<file path="src/rtl/fetch_ctrl_pkg.sv">
// Shared constants for the instruction-fetch sequencer.
//   - default trap / interrupt vectors and ROM depth
//   - redir_sel encodings used by decode
//   - fetch FSM state encodings
package fetch_ctrl_pkg;

  localparam logic [31:0] DEF_RESET_ADDR = 32'd0;
  localparam logic [31:0] DEF_ILLOP_ADDR = 32'd504;
  localparam logic [31:0] DEF_XADR_ADDR  = 32'd508;
  localparam int unsigned DEF_IMEM_WORDS = 128;

  localparam logic [1:0] REDIR_BRANCH = 2'd0;
  localparam logic [1:0] REDIR_JMP    = 2'd1;
  localparam logic [1:0] REDIR_ILLOP  = 2'd2;
  localparam logic [1:0] REDIR_RSVD   = 2'd3;

  localparam logic [1:0] ST_BOOT   = 2'd0;
  localparam logic [1:0] ST_RUN    = 2'd1;
  localparam logic [1:0] ST_STALL  = 2'd2;
  localparam logic [1:0] ST_SQUASH = 2'd3;

endpackage

</file>
<file path="src/rtl/fetch_next_pc.sv">
// Next-PC priority mux for fetch_ctrl (purely combinational).
// Ports:
//   pc_i           current program counter
//   load_i         a fetch would load ir this cycle
//   live_i         ir holds a live instruction (redirects only act on one)
//   irq_req_i      an interrupt is pending at an accept
//   redir_valid_i  decode redirect request
//   redir_sel_i    redirect kind
//   redir_target_i branch / JMP target
//   next_pc_o      PC for the next cycle
//   trap_o         a trap (bad fetch, illop, interrupt) is taken
//   bad_fetch_o    the trap is a bad fetch (xp value derives from pc)
//   irq_taken_o    the interrupt won arbitration
//   squash_o       control flow changes; the next cycle is a bubble
module fetch_next_pc
  import fetch_ctrl_pkg::*;
#(
  parameter logic [31:0] ILLOP_ADDR = DEF_ILLOP_ADDR,
  parameter logic [31:0] XADR_ADDR  = DEF_XADR_ADDR,
  parameter int unsigned IMEM_WORDS = DEF_IMEM_WORDS
) (
  input  logic [31:0] pc_i,
  input  logic        load_i,
  input  logic        live_i,
  input  logic        irq_req_i,
  input  logic        redir_valid_i,
  input  logic [1:0]  redir_sel_i,
  input  logic [31:0] redir_target_i,
  output logic [31:0] next_pc_o,
  output logic        trap_o,
  output logic        bad_fetch_o,
  output logic        irq_taken_o,
  output logic        squash_o
);

  localparam logic [31:0] IMEM_LIMIT = 32'(IMEM_WORDS * 4);

  logic bad, illop, jump;
  logic tgt_lsb_unused;

  assign tgt_lsb_unused = ^redir_target_i[1:0];

  assign bad   = load_i & (pc_i >= IMEM_LIMIT);
  assign illop = live_i & redir_valid_i &
                 ((redir_sel_i == REDIR_ILLOP) | (redir_sel_i == REDIR_RSVD));
  assign jump  = live_i & redir_valid_i &
                 ((redir_sel_i == REDIR_BRANCH) | (redir_sel_i == REDIR_JMP));

  always_comb begin
    next_pc_o   = pc_i;
    trap_o      = 1'b0;
    irq_taken_o = 1'b0;
    squash_o    = 1'b0;
    if (bad) begin
      next_pc_o = ILLOP_ADDR;
      trap_o    = 1'b1;
      squash_o  = 1'b1;
    end else if (illop) begin
      next_pc_o = ILLOP_ADDR;
      trap_o    = 1'b1;
      squash_o  = 1'b1;
    end else if (irq_req_i) begin
      next_pc_o   = XADR_ADDR;
      trap_o      = 1'b1;
      irq_taken_o = 1'b1;
      squash_o    = 1'b1;
    end else if (jump) begin
      next_pc_o = {redir_target_i[31:2], 2'b00};
      squash_o  = 1'b1;
    end else if (load_i) begin
      next_pc_o = pc_i + 32'd4;
    end
  end

  assign bad_fetch_o = bad;

endmodule

</file>
<file path="src/rtl/fetch_ctrl.sv">
// Instruction-fetch sequencer: owns the PC driving the instruction ROM,
// registers the returned word into ir, hands it to decode over
// ir_valid/ir_ready, applies branch/JMP/trap redirects and writes r30.
// Optional feature macro: FETCH_IRQ_EN (interrupt pending flag and vector).
// Ports:
//   clk, reset            clock, synchronous active-high reset
//   pc / id               ROM address out, ROM data in (same cycle)
//   ir, ir_pc, ir_valid   registered instruction, its address, live flag
//   ir_ready              decode accepts ir this cycle
//   redir_valid/sel/target decode redirect request
//   irq                   level interrupt request
//   xp_we, xp_data        r30 write port
//   instr_count           accepted-instruction counter
module fetch_ctrl
  import fetch_ctrl_pkg::*;
#(
  parameter logic [31:0] RESET_ADDR = DEF_RESET_ADDR,
  parameter logic [31:0] ILLOP_ADDR = DEF_ILLOP_ADDR,
  parameter logic [31:0] XADR_ADDR  = DEF_XADR_ADDR,
  parameter int unsigned IMEM_WORDS = DEF_IMEM_WORDS
) (
  input  logic        clk,
  input  logic        reset,
  output logic [31:0] pc,
  input  logic [31:0] id,
  output logic [31:0] ir,
  output logic [31:0] ir_pc,
  output logic        ir_valid,
  input  logic        ir_ready,
  input  logic        redir_valid,
  input  logic [1:0]  redir_sel,
  input  logic [31:0] redir_target,
  input  logic        irq,
  output logic        xp_we,
  output logic [31:0] xp_data,
  output logic [31:0] instr_count
);

  logic [1:0]  state_q, state_d;
  logic [31:0] pc_q, pc_d;
  logic [31:0] ir_q, ir_d;
  logic [31:0] ir_pc_q, ir_pc_d;
  logic        ir_valid_q, ir_valid_d;
  logic        xp_we_q, xp_we_d;
  logic [31:0] xp_data_q, xp_data_d;
  logic [31:0] cnt_q, cnt_d;

  logic accept, load, irq_req, irq_taken;
  logic trap, bad_fetch, squash;

  assign accept = ir_valid_q & ir_ready;
  // BOOT never loads; otherwise load whenever ir is empty or being consumed.
  assign load   = (state_q != ST_BOOT) & (~ir_valid_q | ir_ready);

`ifdef FETCH_IRQ_EN
  logic irq_pend_q, irq_pend_d;
  // The current-cycle level counts as pending so an irq coincident with an
  // accept is taken on that accept.
  assign irq_req    = (irq_pend_q | irq) & accept;
  assign irq_pend_d = (irq_pend_q | irq) & ~irq_taken;

  always_ff @(posedge clk) begin
    if (reset) irq_pend_q <= 1'b0;
    else       irq_pend_q <= irq_pend_d;
  end
`else
  logic irq_unused;
  logic irq_taken_unused;
  assign irq_unused       = irq;
  assign irq_taken_unused = irq_taken;
  assign irq_req          = 1'b0;
`endif

  fetch_next_pc #(
    .ILLOP_ADDR (ILLOP_ADDR),
    .XADR_ADDR  (XADR_ADDR),
    .IMEM_WORDS (IMEM_WORDS)
  ) u_next_pc (
    .pc_i           (pc_q),
    .load_i         (load),
    .live_i         (ir_valid_q),
    .irq_req_i      (irq_req),
    .redir_valid_i  (redir_valid),
    .redir_sel_i    (redir_sel),
    .redir_target_i (redir_target),
    .next_pc_o      (pc_d),
    .trap_o         (trap),
    .bad_fetch_o    (bad_fetch),
    .irq_taken_o    (irq_taken),
    .squash_o       (squash)
  );

  always_comb begin
    state_d    = state_q;
    ir_d       = ir_q;
    ir_pc_d    = ir_pc_q;
    ir_valid_d = ir_valid_q;
    xp_we_d    = 1'b0;
    xp_data_d  = xp_data_q;
    cnt_d      = accept ? cnt_q + 32'd1 : cnt_q;
    if (state_q == ST_BOOT) begin
      state_d = ST_RUN;
    end else if (squash) begin
      // Redirect or trap: drop the wrong-path word, bubble one cycle.
      state_d    = ST_SQUASH;
      ir_valid_d = 1'b0;
      if (trap) begin
        xp_we_d   = 1'b1;
        xp_data_d = bad_fetch ? pc_q + 32'd4 : ir_pc_q + 32'd4;
      end
    end else if (load) begin
      state_d    = ST_RUN;
      ir_d       = id;
      ir_pc_d    = pc_q;
      ir_valid_d = 1'b1;
    end else begin
      state_d = ST_STALL;
    end
  end

  always_ff @(posedge clk) begin
    if (reset) begin
      state_q    <= ST_BOOT;
      pc_q       <= RESET_ADDR;
      ir_q       <= '0;
      ir_pc_q    <= '0;
      ir_valid_q <= 1'b0;
      xp_we_q    <= 1'b0;
      xp_data_q  <= '0;
      cnt_q      <= '0;
    end else begin
      state_q    <= state_d;
      pc_q       <= pc_d;
      ir_q       <= ir_d;
      ir_pc_q    <= ir_pc_d;
      ir_valid_q <= ir_valid_d;
      xp_we_q    <= xp_we_d;
      xp_data_q  <= xp_data_d;
      cnt_q      <= cnt_d;
    end
  end

  assign pc          = pc_q;
  assign ir          = ir_q;
  assign ir_pc       = ir_pc_q;
  assign ir_valid    = ir_valid_q;
  assign xp_we       = xp_we_q;
  assign xp_data     = xp_data_q;
  assign instr_count = cnt_q;

endmodule

</file>
<file path="config.mk">
export PLATFORM = sky130hd
export DESIGN_NAME = fetch_ctrl
export DESIGN_NICKNAME = d
export VERILOG_FILES = /design/src/rtl/fetch_ctrl_pkg.sv /design/src/rtl/fetch_next_pc.sv /design/src/rtl/fetch_ctrl.sv
export SDC_FILE = /design/constraint.sdc
export NUM_CORES = 1
export LEC_CHECK = 0
export CORE_MARGIN = 2
export CORE_UTILIZATION = 42
export DETAILED_ROUTE_END_ITERATION = 8
export PLACE_DENSITY = 0.81
export SYNTH_ARGS = -nofsm -noshare
export SYNTH_HDL_FRONTEND = slang
export SYNTH_SLANG_ARGS = --single-unit
</file>
<file path="constraint.sdc">
create_clock -name clk -period 1.8 [get_ports clk]
set_input_delay 0.36 -clock clk [delete_from_list [all_inputs] [get_ports clk]]
set_output_delay 0.36 -clock clk [all_outputs]
set_load 0.05 [all_outputs]
</file>
==> results_dict.tcl, run 1 <==
set metrics [dict create \
    path_max_fanout 4 \
    arrival_ns 2.36 \
    portBuffers 222 \
    drt-vias-per-instance 5.545 \
    num_rows 48 \
    hold_end "ir_pc[7]" \
    r2r_start "pc[21]" \
    synth-edff-count 0 \
    reg2reg_slack_ns -0.23 \
    clk_pin_slew_ns 0.07 \
    reg2reg_depth 7 \
    core-area_um2 17300 \
    cp_top_family "simple AND/OR/NAND/NOR gates" \
    die_height_um 137.2 \
    io_pins 233 \
    power_per_cell_area_nw_per_um2 1614 \
    die_area_um2 18830 \
    dp_hpwl_um 18460 \
    finalHoldViolCount 0 \
    rsz0062_at_grt "true" \
    final_cell_mix "286 x buf_4, 95 x nand2_1, 84 x dfxtp_1" \
    first_pass_iters 7 \
    clk_latency_ns 0.43 \
    cp.buffers_inverters 1 \
    fin_area_um2 12790 \
    cts.sinks 158 \
    cts-buffers-inserted 17 \
    slowest_stage "or4_4" \
    crit_path_end_kind "register" \
    skew_ns 0.01146 \
    max-vdd-ir-drop_v 0.001163 \
    syn_area_um2 7453 \
    antenna_found_initial 0 \
    drtIter0Drc 757 \
    async_reset_ff_share_pct 0 \
    timing.final.crit_share_pct 112.7 \
    grt_pass1_wl_um 38580 \
    final_common_cell "buf_4" \
    area_delta_synth_final_pct 71.58 \
    routed_wl_um 29030 \
    synthCells 912 \
    clockBufferDepth 2 \
    drtAntennaViolNets 0 \
    slew_violations 0 \
    gp_congestion 0.9133 \
    status "complete, but fails checks" \
    yosys.area.top_type "dfxtp_1" \
    p_leak_nw 5.395 \
    final_util_pct 73.94 \
    layout-drive-gt1-share_pct 49.30 \
    yosysWarnings 0 \
    violations "setup timing" \
    yosys_register_bits 158 \
    setup_violations 112 \
    grt.met2_usage_pct 42.54 \
    crit_type "reg -> reg" \
    hold_depth 3 \
    rr_endpoint "xp_data[29]" \
    track_usage_pct 26.35 \
    synth_top_area_share_pct 42.44 \
    nets 1350 \
    cts_tree "done" \
    grt.busiest_layer "met2" \
    period_minus_slack_ns 2.028 \
    fin_ws_ns -0.2282 \
    slowest_delay_ns 0.51 \
    hold_class "in -> reg" \
    grt_pass1_vias 7461 \
    drc 0 \
    fmax_ghz 0.4931 \
    required_ns 2.13 \
    regArea_um2 3328 \
    grt_util_met1_pct 34.61 \
    grtUsageMet3_pct 5.004 \
    worst_hold_slack_ns 0.4430 \
    fp.dieW_um 137.2 \
    crit_chain "buf_6 -> nand4_4 -> or4_4 -> nor3_2 -> xor2_1 -> nor2_1 -> a2111oi_2" \
    wire_per_inst_um 19.19 \
    place_area_um2 10740 \
    syn_area_per_cell_um2 8.173 \
    ys_top_cells_by_area "dfxtp_1 42%, nand2_1 8.1%, xnor2_1 7.3%, a21oi_1 4.8%, nor2_1 4.4%" \
    synth_cell_types 53 \
    root_buffer "clkbuf_16" \
    htreeDepth 4 \
    crit_cells 7 \
    worstHoldStart "reset" \
    grt_max_degree 67 \
    cap_violations 0 \
    grt_overflow_total 0 \
    vias 8389 \
    fill_cells 1176 \
    synth-main-ff-cell "dfxtp_1" \
    diodes 0 \
    multiInputGateArea_um2 5009 \
    start_util_pct 43.09 \
    yosysSeqAreaShare_pct 42.44 \
    start_kind "register" \
]
[report_power, final]
| part | internal (mW) | total (mW) | switching, mW |
|---|---|---|---|
| Clock | 2.26 | 3.77 | 1.52 |
| Sequential | 4.19 | 4.77 | 0.583 |
| Combinational | 4.95 | 12.1 | 7.15 |
| Total | 11.4 | 20.6 | 9.25 |
[metal layers]
metal | routed length (µm) | share of wire [%]
met5 | 0 | 0
met3 | 2073 | 7.1
met2 | 14360 | 49
met4 | 1042 | 3.6
met1 | 11560 | 40
[final cells by class]
cell class / instances / area share (%)
multi-input cells: 689 / 39.16
repair buffers: 400 / 27.50
flip-flops and latches: 158 / 26.02
clock buffers: 22 / 3.874
well taps: 225 / 2.201
clock inverters: 10 / 0.9686
inverters: 9 / 0.2642
[cells in the mapped netlist (3+ instances only)]
cell,instances
inv_1,9
o211ai_1,14
nor3_1,17
a22oi_1,7
and2_1,23
nand2_1,160
xor2_1,37
xnor2_1,62
mux2i_1,3
ha_1,4
nand4_1,25
nand3_1,40
nor4_1,15
a211oi_1,24
and4_1,12
buf_2,15
nor2_1,88
or3_1,7
nor3_2,5
a222oi_1,4
buf_4,11
a2111oi_0,3
and3_1,14
a21oi_1,71
dfxtp_1,158
clkbuf_1,35
o21ai_0,15
[worst register-to-register path: cells and delay by family (launching register included)]
kind                      cells  cell delay [ns]
and+or+nand+nor               4             0.98
DFF                           1             0.35
AOI/OAI and AO/OA             1             0.26
xor gates and xnor gates      1             0.25
buffers and inverters         1             0.11
[sequential cells by signal (all words and copies together) (netlist names)]
name	cells
ir_pc	30
instr_count	32
ir	32
pc	30
ir_valid	1
xp_we	1
state_q	2
xp_data	30
[cell families (layout without fill, tap and decap cells)]
kind of cell / count (synthesis) / in the layout / share of synthesized area, %
and+or+nand+nor: 420 / 422 / 27.13
DFF: 158 / 158 / 42.44
AOI/OAI and AO/OA: 155 / 155 / 13.14
xor gates and xnor gates: 99 / 99 / 11.63
buffers and inverters: 72 / 441 / 4.532
adders and majority gates: 4 / 4 / 0.6715
muxes: 3 / 3 / 0.4029
other: 1 / 6 / 0.05031
[through the flow]
stage          setup TNS, ns  worst slack, ns  total power, mW  cells
2_1_floorplan         -4.365          -0.1303            10.27    917
3_3_place_gp          -34.13          -0.3389            13.10   1441
3_5_place_dp          -38.97          -0.3692            13.26   1441
4_1_cts               -7.489          -0.1580            17.39   1484
5_1_grt               -23.81          -0.3454            21.39   1513
6_report              -16.48          -0.2282            20.64   1513
[how the worst max path moves through the flow]
| stage | start | endpoint | slack [ns] |
|---|---|---|---|
| after detailed placement | ir_ready | xp_data[27] | -0.37 |
| final | pc[21] | xp_data[29] | -0.23 |
| after global placement | redir_sel[1] | xp_data[31] | -0.34 |
| after floorplan | pc[10] | xp_data[29] | -0.13 |
| after global routing | pc[21] | xp_data[29] | -0.35 |
| after CTS | pc[11] | xp_data[29] | -0.16 |
[timing repair]
action	in CTS	in global routing
buffers inserted	9	22
cloned	2	12
pin swaps	13	100
hold buffers	0	0
resized for setup	32	218
endpoints found under the setup margin	75	131
No activity file was read; power rests on OpenSTA's default activity.
==> run 2, diff against run 1 <==
--- a/config.mk
+++ b/config.mk
@@ -6,9 +6,10 @@
 export NUM_CORES = 1
 export LEC_CHECK = 0
 export CORE_MARGIN = 2
-export CORE_UTILIZATION = 42
+export CORE_UTILIZATION = 47
 export DETAILED_ROUTE_END_ITERATION = 8
-export PLACE_DENSITY = 0.81
+export GPL_ROUTABILITY_DRIVEN = 0
+export PLACE_DENSITY = 0.86
 export SYNTH_ARGS = -nofsm -noshare
 export SYNTH_HDL_FRONTEND = slang
 export SYNTH_SLANG_ARGS = --single-unit
==> constraint.sdc (replaced) <==
create_clock -name clk -period 2.3 [get_ports clk]
set_input_delay 0.46 -clock clk [delete_from_list [all_inputs] [get_ports clk]]
set_output_delay 0.46 -clock clk [all_outputs]
set_load 0.05 [all_outputs]
==> results_dict.tcl, run 2 (synthesis gave the netlist of run 1 again) <==
set metrics [dict create \
    core-area_um2 15710 \
    die_area_um2 16880 \
    clk_latency_ns 0.42 \
    reg2reg_depth 8 \
    grt.busiest_layer "met2" \
    drtIter0Drc 631 \
    final_util_pct 69.18 \
    finalHoldViolCount 0 \
    status "finished clean" \
    root_buffer "clkbuf_16" \
    drc 0 \
    crit_type "reg -> out" \
    place_area_um2 10210 \
    cts-buffers-inserted 17 \
    worstMarginPinSlew_ns 0.5768 \
    first_pass_iters 8 \
    grt.met2_usage_pct 41.88 \
    cap_violations 0 \
    worstHoldStart "reset" \
    rr_endpoint "xp_data[23]" \
    start_kind "register" \
    track_usage_pct 26.90 \
    cts_tree "done" \
    skew_ns 0.006293 \
    antenna_found_initial 0 \
    cts.sinks 158 \
    drtAntennaViolNets 0 \
    drt-vias-per-instance 5.490 \
    placedCellCount 1359 \
    reg2reg_slack_ns 0.10 \
    path_max_fanout 5 \
    relSlewSlack_pct 61.42 \
    num_rows 46 \
    hold_depth 2 \
    hold_class "in -> reg" \
    final_common_cell "clkdlybuf4s50_1" \
    grtUsageMet3_pct 5.658 \
    grt_overflow_total 0 \
    grt_pass1_vias 6998 \
    max-vdd-ir-drop_v 0.0007364 \
    power_per_cell_area_nw_per_um2 1192 \
    timing.final.crit_share_pct 97.00 \
    holdBufCountCts 0 \
    period_minus_slack_ns 2.231 \
    wire_per_inst_um 16.66 \
    slew_violations 0 \
    grt_max_degree 56 \
    clockBufferDepth 2 \
    fmax_ghz 0.4482 \
    layout-drive-gt1-share_pct 10.71 \
    nets 1238 \
    die_height_um 129.9 \
    portBuffers 222 \
    finalNonFillerCells 1392 \
    final_cell_mix "216 x clkdlybuf4s50_1, 160 x nand2_1, 153 x dfxtp_1" \
    setup_violations 0 \
    required_ns 1.84 \
    crit_path_end_kind "primary output" \
    htreeDepth 4 \
    clk_pin_slew_ns 0.06 \
    io_pins 233 \
    fp.dieW_um 129.9 \
    r2r_start "pc[11]" \
    p_leak_nw 3.982 \
    arrival_ns 1.77 \
    vias 7642 \
    dp_hpwl_um 16700 \
    grt_pass1_wl_um 35910 \
    start_util_pct 47.44 \
    hold_end "xp_data[27]" \
    grt_util_met1_pct 36.66 \
    area_delta_synth_final_pct 45.83 \
    fin_area_um2 10870 \
    routed_wl_um 23200 \
    rsz0062_at_grt "false" \
    diodes 0 \
]
run 2: cell count changes in the layout (fill, tap and decap cells not counted), sizes merged:
cell,change
clkdlybuf4s50,+151
inv,+1
clkinv,-5
bufinv,+1
dlygate4sd2,+1
clkinvlp,+4
buf,-259
and3,-1
nor2,-1
clkbuf,-8
dlymetal6s2s,+4
run 2: how the worst max path moves through the flow:
stage                         from         to  slack [ns]
after global placement    ir_ready  ir_pc[11]       -0.13
after CTS                    pc[6]      pc[6]        0.03
after floorplan             pc[11]     pc[29]        0.02
final                        pc[8]      pc[8]        0.07
after global routing         pc[8]      pc[8]       0.006
after detailed placement  ir_ready  ir_pc[22]       -0.22
run 2: metal layers:
layer | share of wire (%) | wire [µm]
met4 | 2.9 | 675
met5 | 0 | 0
met2 | 47 | 10800
met1 | 42 | 9760
met3 | 8.5 | 1964
run 2: power by group:
group          internal (mW)  switching [mW]
registers               3.24           0.363
logic                   2.18            4.22
clock network           1.78            1.17
run 2: repair_timing:
| action | 4_1_cts | 5_1_grt |
|---|---|---|
| pin swaps | 0 | 1 |
| hold endpoints to repair | 0 | 0 |
| endpoints found under the setup margin | 2 | 76 |
| setup buffers | 0 | 1 |
| resized for setup | 3 | 7 |
run 2: final cells by class:
cell class | instances | area (µm²)
Tap cell | 216 | 270.3
Sequential cell | 158 | 3169
Clock buffer | 21 | 460.4
Timing Repair Buffer | 290 | 2780
Inverter | 9 | 33.78
Clock inverter | 11 | 155.1
Fill cell | 1192 | 4843
Multi-Input combinational cell | 687 | 4000
run 2: critical path, stage by stage (launching register included):
cell and delay (ns):
dfxtp_1 0.36, buf_4 0.16, clkdlybuf4s50_1 0.83
run 2: metrics by stage:
stage | hold WS [ns] | setup slack (ns) | power (mW) | setup TNS [ns]
after floorplan | 0.5284 | 0.02298 | 7.587 | 0
after global placement | 0.4400 | -0.1268 | 9.772 | -2.643
after detailed placement | 0.4462 | -0.2157 | 9.873 | -4.351
after CTS | 0.4071 | 0.03314 | 12.88 | 0
after global routing | 0.4297 | 0.005711 | 13.55 | 0
final | 0.4254 | 0.06894 | 12.96 | 0
==> run 3, diff against run 2 <==
--- a/config.mk
+++ b/config.mk
@@ -10,6 +10,7 @@
 export DETAILED_ROUTE_END_ITERATION = 8
 export GPL_ROUTABILITY_DRIVEN = 0
 export PLACE_DENSITY = 0.86
+export SLEW_MARGIN = 20
 export SYNTH_ARGS = -nofsm -noshare
 export SYNTH_HDL_FRONTEND = slang
 export SYNTH_SLANG_ARGS = --single-unit
==> results of run 3 <==
No change in the layout: final DEF, timing and power equal those of run 2.
